==> src/rtl/fifo_rd_packer_if.sv <==
// FIFO read port plus the packed-word valid/ready stream of fifo_rd_packer.
// flush/out_keep are present only when FIFO_RD_PACKER_FLUSH_EN is defined.
interface fifo_rd_packer_if #(
  parameter int WIDTH = 8,
  parameter int PACK  = 2
);
  logic                  rempty;
  logic [WIDTH-1:0]      rdata;
  logic                  rinc;
  logic                  out_ready;
  logic                  out_valid;
  logic [WIDTH*PACK-1:0] out_data;
`ifdef FIFO_RD_PACKER_FLUSH_EN
  logic                  flush;
  logic [PACK-1:0]       out_keep;

  modport master (input rempty, rdata, out_ready, flush,
                  output rinc, out_valid, out_data, out_keep);
  modport slave  (output rempty, rdata, out_ready, flush,
                  input rinc, out_valid, out_data, out_keep);
`else
  modport master (input rempty, rdata, out_ready,
                  output rinc, out_valid, out_data);
  modport slave  (output rempty, rdata, out_ready,
                  input rinc, out_valid, out_data);
`endif
endinterface

==> src/rtl/fifo_rd_packer.sv <==
// Drains a FIFO read port and packs PACK entries into one valid/ready word.
// Optional partial-word flush with lane mask: define FIFO_RD_PACKER_FLUSH_EN.

module fifo_rd_packer_lane #(
  parameter int WIDTH = 8
) (
  input  logic             rclk,
  input  logic             rrstn,
  input  logic             i_we,
  input  logic [WIDTH-1:0] i_d,
  output logic [WIDTH-1:0] o_q
);
  logic [WIDTH-1:0] r_q;

  always_ff @(posedge rclk or negedge rrstn) begin
    if (!rrstn)    r_q <= '0;
    else if (i_we) r_q <= i_d;
  end

  assign o_q = r_q;
endmodule

module fifo_rd_packer #(
  parameter int WIDTH = 8,
  parameter int PACK  = 2
) (
  input  logic             rclk,
  input  logic             rrstn,
  fifo_rd_packer_if.master bus
);
  localparam int CW = $clog2(PACK + 1);

  typedef enum logic {FILL, FULL} state_t;

  state_t                      r_state, w_state_nxt;
  logic [CW-1:0]               r_cnt, w_cnt_nxt;
  logic                        r_pend;
  logic                        r_flush, w_flush_nxt;
  logic                        r_out_valid;
  logic [WIDTH*PACK-1:0]       r_out_data;
  logic [CW:0]                 w_sum;
  logic                        w_rinc, w_out_free, w_move;
  logic [PACK-1:0]             w_lane_we, w_keep;
  logic [PACK-1:0][WIDTH-1:0]  w_lane_q;
  logic [WIDTH*PACK-1:0]       w_word;

  // Entries already captured plus the one in flight must leave room in assembly.
  assign w_sum      = {1'b0, r_cnt} + {{CW{1'b0}}, r_pend};
  assign w_rinc     = rrstn && !bus.rempty && (r_state == FILL) && !r_flush &&
                      (w_sum < (CW+1)'(PACK));
  assign w_out_free = !r_out_valid || bus.out_ready;

  for (genvar i = 0; i < PACK; i++) begin : g_lane
    assign w_lane_we[i] = r_pend && (r_cnt == CW'(i));
    assign w_keep[i]    = CW'(i) < r_cnt;
    // Unfilled lanes of a flushed word go out as zero.
    assign w_word[i*WIDTH +: WIDTH] = w_keep[i] ? w_lane_q[i] : '0;

    fifo_rd_packer_lane #(.WIDTH(WIDTH)) u_lane (
      .rclk (rclk),
      .rrstn(rrstn),
      .i_we (w_lane_we[i]),
      .i_d  (bus.rdata),
      .o_q  (w_lane_q[i])
    );
  end

  always_ff @(posedge rclk or negedge rrstn) begin
    if (!rrstn) begin
      r_state <= FILL;
      r_cnt   <= '0;
      r_pend  <= 1'b0;
      r_flush <= 1'b0;
    end else begin
      r_state <= w_state_nxt;
      r_cnt   <= w_cnt_nxt;
      r_pend  <= w_rinc;
      r_flush <= w_flush_nxt;
    end
  end

  always_comb begin
    w_state_nxt = r_state;
    w_cnt_nxt   = r_cnt;
    w_flush_nxt = r_flush;
    w_move      = 1'b0;
    case (r_state)
      FILL: begin
`ifdef FIFO_RD_PACKER_FLUSH_EN
        if (bus.flush && (r_cnt != '0 || r_pend)) w_flush_nxt = 1'b1;
`endif
        if (r_pend) begin
          w_cnt_nxt = r_cnt + CW'(1);
          if (w_cnt_nxt == CW'(PACK)) w_state_nxt = FULL;
        end else if (r_flush && w_out_free) begin
          w_move      = 1'b1;
          w_cnt_nxt   = '0;
          w_flush_nxt = 1'b0;
        end
      end
      FULL: begin
        if (w_out_free) begin
          w_move      = 1'b1;
          w_cnt_nxt   = '0;
          w_state_nxt = FILL;
          w_flush_nxt = 1'b0;
        end
      end
      default: w_state_nxt = FILL;
    endcase
  end

  always_ff @(posedge rclk or negedge rrstn) begin
    if (!rrstn) begin
      r_out_valid <= 1'b0;
      r_out_data  <= '0;
    end else if (w_move) begin
      r_out_valid <= 1'b1;
      r_out_data  <= w_word;
    end else if (bus.out_ready) begin
      r_out_valid <= 1'b0;
    end
  end

`ifdef FIFO_RD_PACKER_FLUSH_EN
  logic [PACK-1:0] r_out_keep;

  always_ff @(posedge rclk or negedge rrstn) begin
    if (!rrstn)      r_out_keep <= '0;
    else if (w_move) r_out_keep <= w_keep;
  end

  assign bus.out_keep = r_out_keep;
`endif

  assign bus.rinc      = w_rinc;
  assign bus.out_valid = r_out_valid;
  assign bus.out_data  = r_out_data;
endmodule
==> src/flat_wrapper.sv <==
// flat-port wrapper written by rule: the top's interface ports become plain ports
module fifo_rd_packer_flat 
#(
  parameter int WIDTH = 8,
  parameter int PACK  = 2
)
  (rclk, rrstn, bus_rempty, bus_rdata, bus_out_ready, bus_rinc, bus_out_valid, bus_out_data);
  fifo_rd_packer_if #(.WIDTH(WIDTH), .PACK(PACK)) bus_i ();
  input  logic rclk;
  input  logic rrstn;
  input wire logic [$bits(bus_i.rempty)-1:0] bus_rempty;
  input wire logic [$bits(bus_i.rdata)-1:0] bus_rdata;
  input wire logic [$bits(bus_i.out_ready)-1:0] bus_out_ready;
  output wire logic [$bits(bus_i.rinc)-1:0] bus_rinc;
  output wire logic [$bits(bus_i.out_valid)-1:0] bus_out_valid;
  output wire logic [$bits(bus_i.out_data)-1:0] bus_out_data;
  assign bus_i.rempty = bus_rempty;
  assign bus_i.rdata = bus_rdata;
  assign bus_i.out_ready = bus_out_ready;
  assign bus_rinc = bus_i.rinc;
  assign bus_out_valid = bus_i.out_valid;
  assign bus_out_data = bus_i.out_data;
  fifo_rd_packer #(.WIDTH(WIDTH), .PACK(PACK)) u_core (.rclk(rclk), .rrstn(rrstn), .bus(bus_i));
endmodule
==> config.mk <==
export PLATFORM = sky130hd
export DESIGN_NAME = fifo_rd_packer_flat
export DESIGN_NICKNAME = d
export VERILOG_FILES = /design/src/rtl/fifo_rd_packer_if.sv /design/src/rtl/fifo_rd_packer.sv /design/src/flat_wrapper.sv
export SDC_FILE = /design/constraint.sdc
export NUM_CORES = 1
export LEC_CHECK = 0
export ABC_AREA = 1
export ABC_CLOCK_PERIOD_IN_PS = 1950
export CORE_MARGIN = 4
export CORE_UTILIZATION = 32
export DETAILED_ROUTE_END_ITERATION = 6
export PLACE_DENSITY = 0.61
export SLEW_MARGIN = 20
export SYNTH_ARGS = -nofsm -noshare
export SYNTH_HDL_FRONTEND = slang
export SYNTH_SLANG_ARGS = --single-unit
export TNS_END_PERCENT = 20
==> constraint.sdc <==
create_clock -name rclk -period 1.95 [get_ports rclk]
set_input_delay 0.195 -clock rclk [delete_from_list [all_inputs] [get_ports rclk]]
set_output_delay 0.195 -clock rclk [all_outputs]
set_load 0.01 [all_outputs]
* After elaboration in Yosys (flattened, before gate mapping)
Index checks and enable logic that the tools add are counted.
** Cells by class
- Add/sub/neg operators :: 2
- $lt $le $gt $ge :: 3
- Equality and inequality tests :: 6
- Muxes and demuxes :: 20
- Bitwise operators :: 1
- Reductions and logical operators :: 15
** Operator list (number)
- $mux 8 :: 2
- $mux 1 :: 11
- $logic_and 1x1->1 :: 7
- $mux 2 :: 3
- $ne 2x2->1 const B :: 3
- $pmux 1 s2 :: 3
- $lt 1x2->1 const A :: 2
- $pmux 2 s2 :: 1
- $add 2x1->3 :: 1
- $logic_not 1->1 :: 3
- $lt 3x2->1 const B :: 1
- $ne 3x2->1 const B :: 1
- $reduce_and 3->1 :: 1
- $add 2x1->2 const B :: 1
- $eq 2x1->1 const B :: 1
- $eq 2x2->1 const B :: 1
- $logic_not 2->1 :: 1
- $reduce_and 2->1 :: 1
- $reduce_bool 2->1 :: 1
- $logic_or 1x1->1 :: 1
- $not 1->1 :: 1
** Word-level totals
- Flip-flop bits (word level) :: 38
- Input bits :: 12
- Output and inout port bits :: 18

* Depth between registers and ports, before layout
Gate-level depths: netlist (run 1).
- Word-level depth :: 7
- Mapped depth :: 7
- Gate-level depth less buffers :: 5

* Hierarchy
From an unflattened synthesis (run 1), not the netlist that was laid out.
** Unflattened totals
- Cells, all modules :: 168
- Area total of the unflattened synthesis :: 1577.8 um^2
** By module, submodules not included
- fifo_rd_packer :: times used 1, cells an instance 100, area an instance 967.2 um^2, seq. area each 525.5 um^2
- fifo_rd_packer_lane :: times used 2, cells an instance 34, area an instance 305.3 um^2, seq. area each 200.2 um^2

* Worst setup path after synthesis (run 1)
OpenSTA, ideal clock, no wires.
- Path kind :: reg2reg
- Start :: reg u_core.r_cnt[1]
- End :: reg u_core.g_lane[0].u_lane.r_q[5]
- Setup time :: 118 ps
- Arrival :: 1114 ps
- Data required time :: 1832 ps
- Slack :: 718 ps
- Cell stages (with the launch flop) :: 8
- Period minus slack after synthesis :: 1232 ps
- Path through :: dfrtp_1 > buf_2 > inv_1 > ha_1 > nand2_4 > buf_6 > nand2_1 > o21ai_2
** On the way
- Longest elaborated chain between the ends :: 2
** Ends and longest elaborated chain
- start, declared :: RTL line fifo_rd_packer.sv:36 : logic [CW-1:0] r_cnt, w_cnt_nxt;
- start signal, assigned :: RTL line fifo_rd_packer.sv:76 : r_cnt <= w_cnt_nxt;
- $logic_not 2->1 :: RTL line fifo_rd_packer.sv:54 : assign w_lane_we[i] = r_pend && (r_cnt == CW'(i));
- $logic_and 1x1->1 :: RTL line fifo_rd_packer.sv:54
- end signal, assigned :: RTL line fifo_rd_packer.sv:17 : else if (i_we) r_q <= i_d;
- end, declared :: RTL line fifo_rd_packer.sv:13 : logic [WIDTH-1:0] r_q;
Every way passes these cells.
A chain may end at the register's enable or synchronous reset.

* Final worst setup path (run 1)
- Start :: reg u_core.r_cnt[1]
- End :: out bus_rinc
** On the way
- Longest elaborated chain between the ends :: 3
** Ends and longest elaborated chain
- $add 2x1->3 :: RTL line fifo_rd_packer.sv:48 : assign w_sum = {1'b0, r_cnt} + {{CW{1'b0}}, r_pend};
- $lt 3x2->1 :: RTL line fifo_rd_packer.sv:50 : (w_sum < (CW+1)'(PACK));
- $logic_and 1x1->1 :: RTL line fifo_rd_packer.sv:49 : assign w_rinc = rrstn && !bus.rempty && (r_state == FILL) && !r_flush &&
- end, declared :: RTL line flat_wrapper.sv:14 : output wire logic [$bits(bus_i.rinc)-1:0] bus_rinc;
Every way passes these cells.

==> results.cfg, run 1 <==
[run_status]
outcome = complete, no violations

[setup_path]
path_class = flop to primary output
cp_max_fo = 10
end_kind = primary output
required_ps = 1750
startpoint_type = flop
reg2reg_from = u_core.r_cnt[1]
startpoint = u_core.r_cnt[1]
critPathArrivalTime_ps = 1610

[timing]
fin_crit_ps = 1810
worst_slack_ps = 141
hold_ws_ps = 480
clock_skew_ps = 2.09
setup_viol_count_final = 0
fmax_ghz = 0.553
setup_tns_ps = 0
rsz0062_at_grt = false
period_share_pct = 92.8
finalHoldViolCount = 0
slew_viol_final = 0
worst_slew_pin_slew_ps = 507
slew_headroom_pct = 66.1

[clocking]
clkTransAtPathRegs_ps = 70
htree_levels = 2
clock_latency_ps = 280
root_buffer = clkbuf_8
clk_path_buf_depth = 2
cts_made_buffers = 5
cts_setup_buffers = 0
cts_tree = done
cts_sinks = 37

[finish]
antennaDiodeCount = 0
fin_nets = 203
drive_above_1_share_pct = 15.9
area_growth_syn_to_layout_pct = 26.9
n_fill_cell = 462

[drt]
num_vias = 1067
final_antenna_net_count = 0
first_iter_violations = 52
firstDrtPassIters = 4
drc = 0
wire_per_inst_um = 11.0
vias_per_cell = 4.17
drt_wl_total_mm = 2.81

[die]
fp.dieH_um = 77.8
fp.dieW_um = 77.8
dieArea_um2 = 6050
ios = 30
core.rowCount = 25
core_um2 = 4720
start_util_pct = 33.0

[grt]
grt_util_met3_pct = 3.48
grt_util_met2_pct = 16.5
grt_pass1_wl_mm = 4.84
track_usage_pct = 10.6
grt_max_degree = 38
grt_overflow_total = 0
first_global_vias = 1017
met1_usage_pct = 13.0
busiest_layer = met2
antenna_found_initial = 0

[placement]
place.gp.congestion = 0.687
portBuffers = 29
pre_cts_ws_ps = 339
dp_hpwl_mm = 1.98

[power_and_ir_drop]
sw_frac_of_total_pct = 33.1
ir_worst_vdd_v = 0.000339
power.leakage_nw = 0.934
p_per_area_nw_per_um2 = 1410
p_comb_share_pct = 34.8
p_sw_mw = 0.924
p_int_mw = 1.87
pwr-share-clk_pct = 18.7
seq_power_share_pct = 46.5
p_total_mw = 2.79

[yosys]
postSynthCellCount = 157
synth_compound_area_share_pct = 14.7
synth_top_family_by_area = simple AND/OR/NAND/NOR gates
synth_mux_area_share_pct = 0
yosysSeqAreaShare_pct = 59.4
syn_nets = 171
synth_fa_ha_area_share_pct = 1.61
synthSimpleGateAreaFrac_pct = 17.6
syn_area_per_cell_um2 = 9.92
synthXorXnorAreaFrac_pct = 0
synth_area_um2 = 1560
synth_top_area_share_pct = 59.4
synth_top_area_cell = dfrtp_1
synth.top_cells.by_area = dfrtp_1 (59%), nand2_1 (13%), o21ai_2 (9.6%), o21ai_0 (4.8%), inv_1 (3.1%)
ys_ff_latch = 37
ys.warnings.count = 0
yosysUniqueCellTypes = 13

[flow_run]
cap_viol_max_count = 0

[hold_path]
hold_class = flop to flop
timing.hold.worst.start = u_core.bus.out_data[0]
==> final timing paths <==
kind                                           to  slack, ps  cells past startpoint
setup / recovery                         bus_rinc        140                      4
hold / removal             u_core.bus.out_data[0]        480                      2
setup reg to reg           u_core.bus.out_data[2]        570                      5
hold reg to reg            u_core.bus.out_data[0]        480                      2
max in group asynchronous         u_core.r_cnt[1]       1100                      3
min in group asynchronous           u_core.r_pend        510                      3
==> synthesized netlist by cell type, drive strengths merged <==
cell type / count
buf: 6
dfrtp: 37
nor2: 2
o21ai: 33
ha: 2
nand3: 5
inv: 13
nand2: 59
==> kinds of logic (layout without fill, tap and decap cells) <==
group / Yosys count / after routing
AOI/OAI and AO/OA: 33 / 33
DFF: 37 / 37
and+or+nand+nor: 66 / 66
adders and majority gates: 2 / 2
buffers and inverters: 19 / 51
==> repair_timing <==
action,CTS,global route
hold buffers,1,0
hold endpoints to repair,37,0
resized for setup,0,1
setup endpoints to repair,0,1
==> sequential cells by signal (all words and copies together), names as in the netlist <==
register / count
u_core.bus.out_valid: 1
u_core.bus.out_data: 16
u_core.g_lane.u_lane.o_q: 16
u_core.r_cnt: 2
u_core.r_state: 1
u_core.r_pend: 1
==> layout make-up <==
cell class / count / area, µm² / area share (%)
Clock buffer: 7 / 86.3 / 4.37
Timing Repair Buffer: 31 / 303 / 15.3
Multi-Input combinational cell: 101 / 528 / 26.7
Inverter: 13 / 48.8 / 2.47
Sequential cell: 37 / 927 / 46.9
Tap cell: 67 / 83.8 / 4.24
==> power by group through the flow <==
stage	clock, mW	sequential (mW)	combinational (mW)
global route	0.568	1.35	1.11
floorplan	0	1.32	0.575
global placement	0	1.30	0.982
finish	0.521	1.30	0.972
CTS	0.535	1.30	0.999
detailed placement	0	1.31	0.995
==> metrics by stage <==
stage	cells	utilization [%]	cell area [µm²]
CTS	256	41.8	1980
global route	256	41.9	1980
floorplan	157	-	1560
detailed placement	248	39.8	1880
global placement	248	39.8	1880
finish	256	41.9	1980
==> metal layers <==
metal	wire length (µm)	vias to the layer above
met4	66	0
met3	70	5
met2	1370	19
met5	0	-
met1	1310	485
li1	-	558
==> cells in the final DEF (no fill, tap or decap) <==
cell / Yosys / final
dfrtp_1: 37 / 36
o21ai_2: 17 / 17
nand2_4: 2 / 2
dlygate4sd3_1: 0 / 1
clkbuf_1: 0 / 1
nand2_1: 55 / 55
o21ai_0: 15 / 15
clkbuf_8: 0 / 6
inv_1: 13 / 13
buf_4: 0 / 1
dfrtp_2: 0 / 1
ha_1: 2 / 2
nor2_1: 2 / 2
buf_2: 2 / 1
nand3_1: 5 / 5
nand2_2: 2 / 2
clkdlybuf4s50_1: 0 / 28
o21ai_1: 1 / 1
==> critical path, stage by stage (launching register included) <==
cell             delay, ps
dfrtp_2                480
inv_1                  120
nand2_1                 50
nor2_1                 130
clkdlybuf4s50_1        550
(Power assumes the default switching activity.)
==> inputs of run 2 (changes only) <==
- CTS_CLUSTER_DIAMETER: not set -> 200
==> results of run 2 <==
Final layout, timing and power as in run 1 (identical DEF).
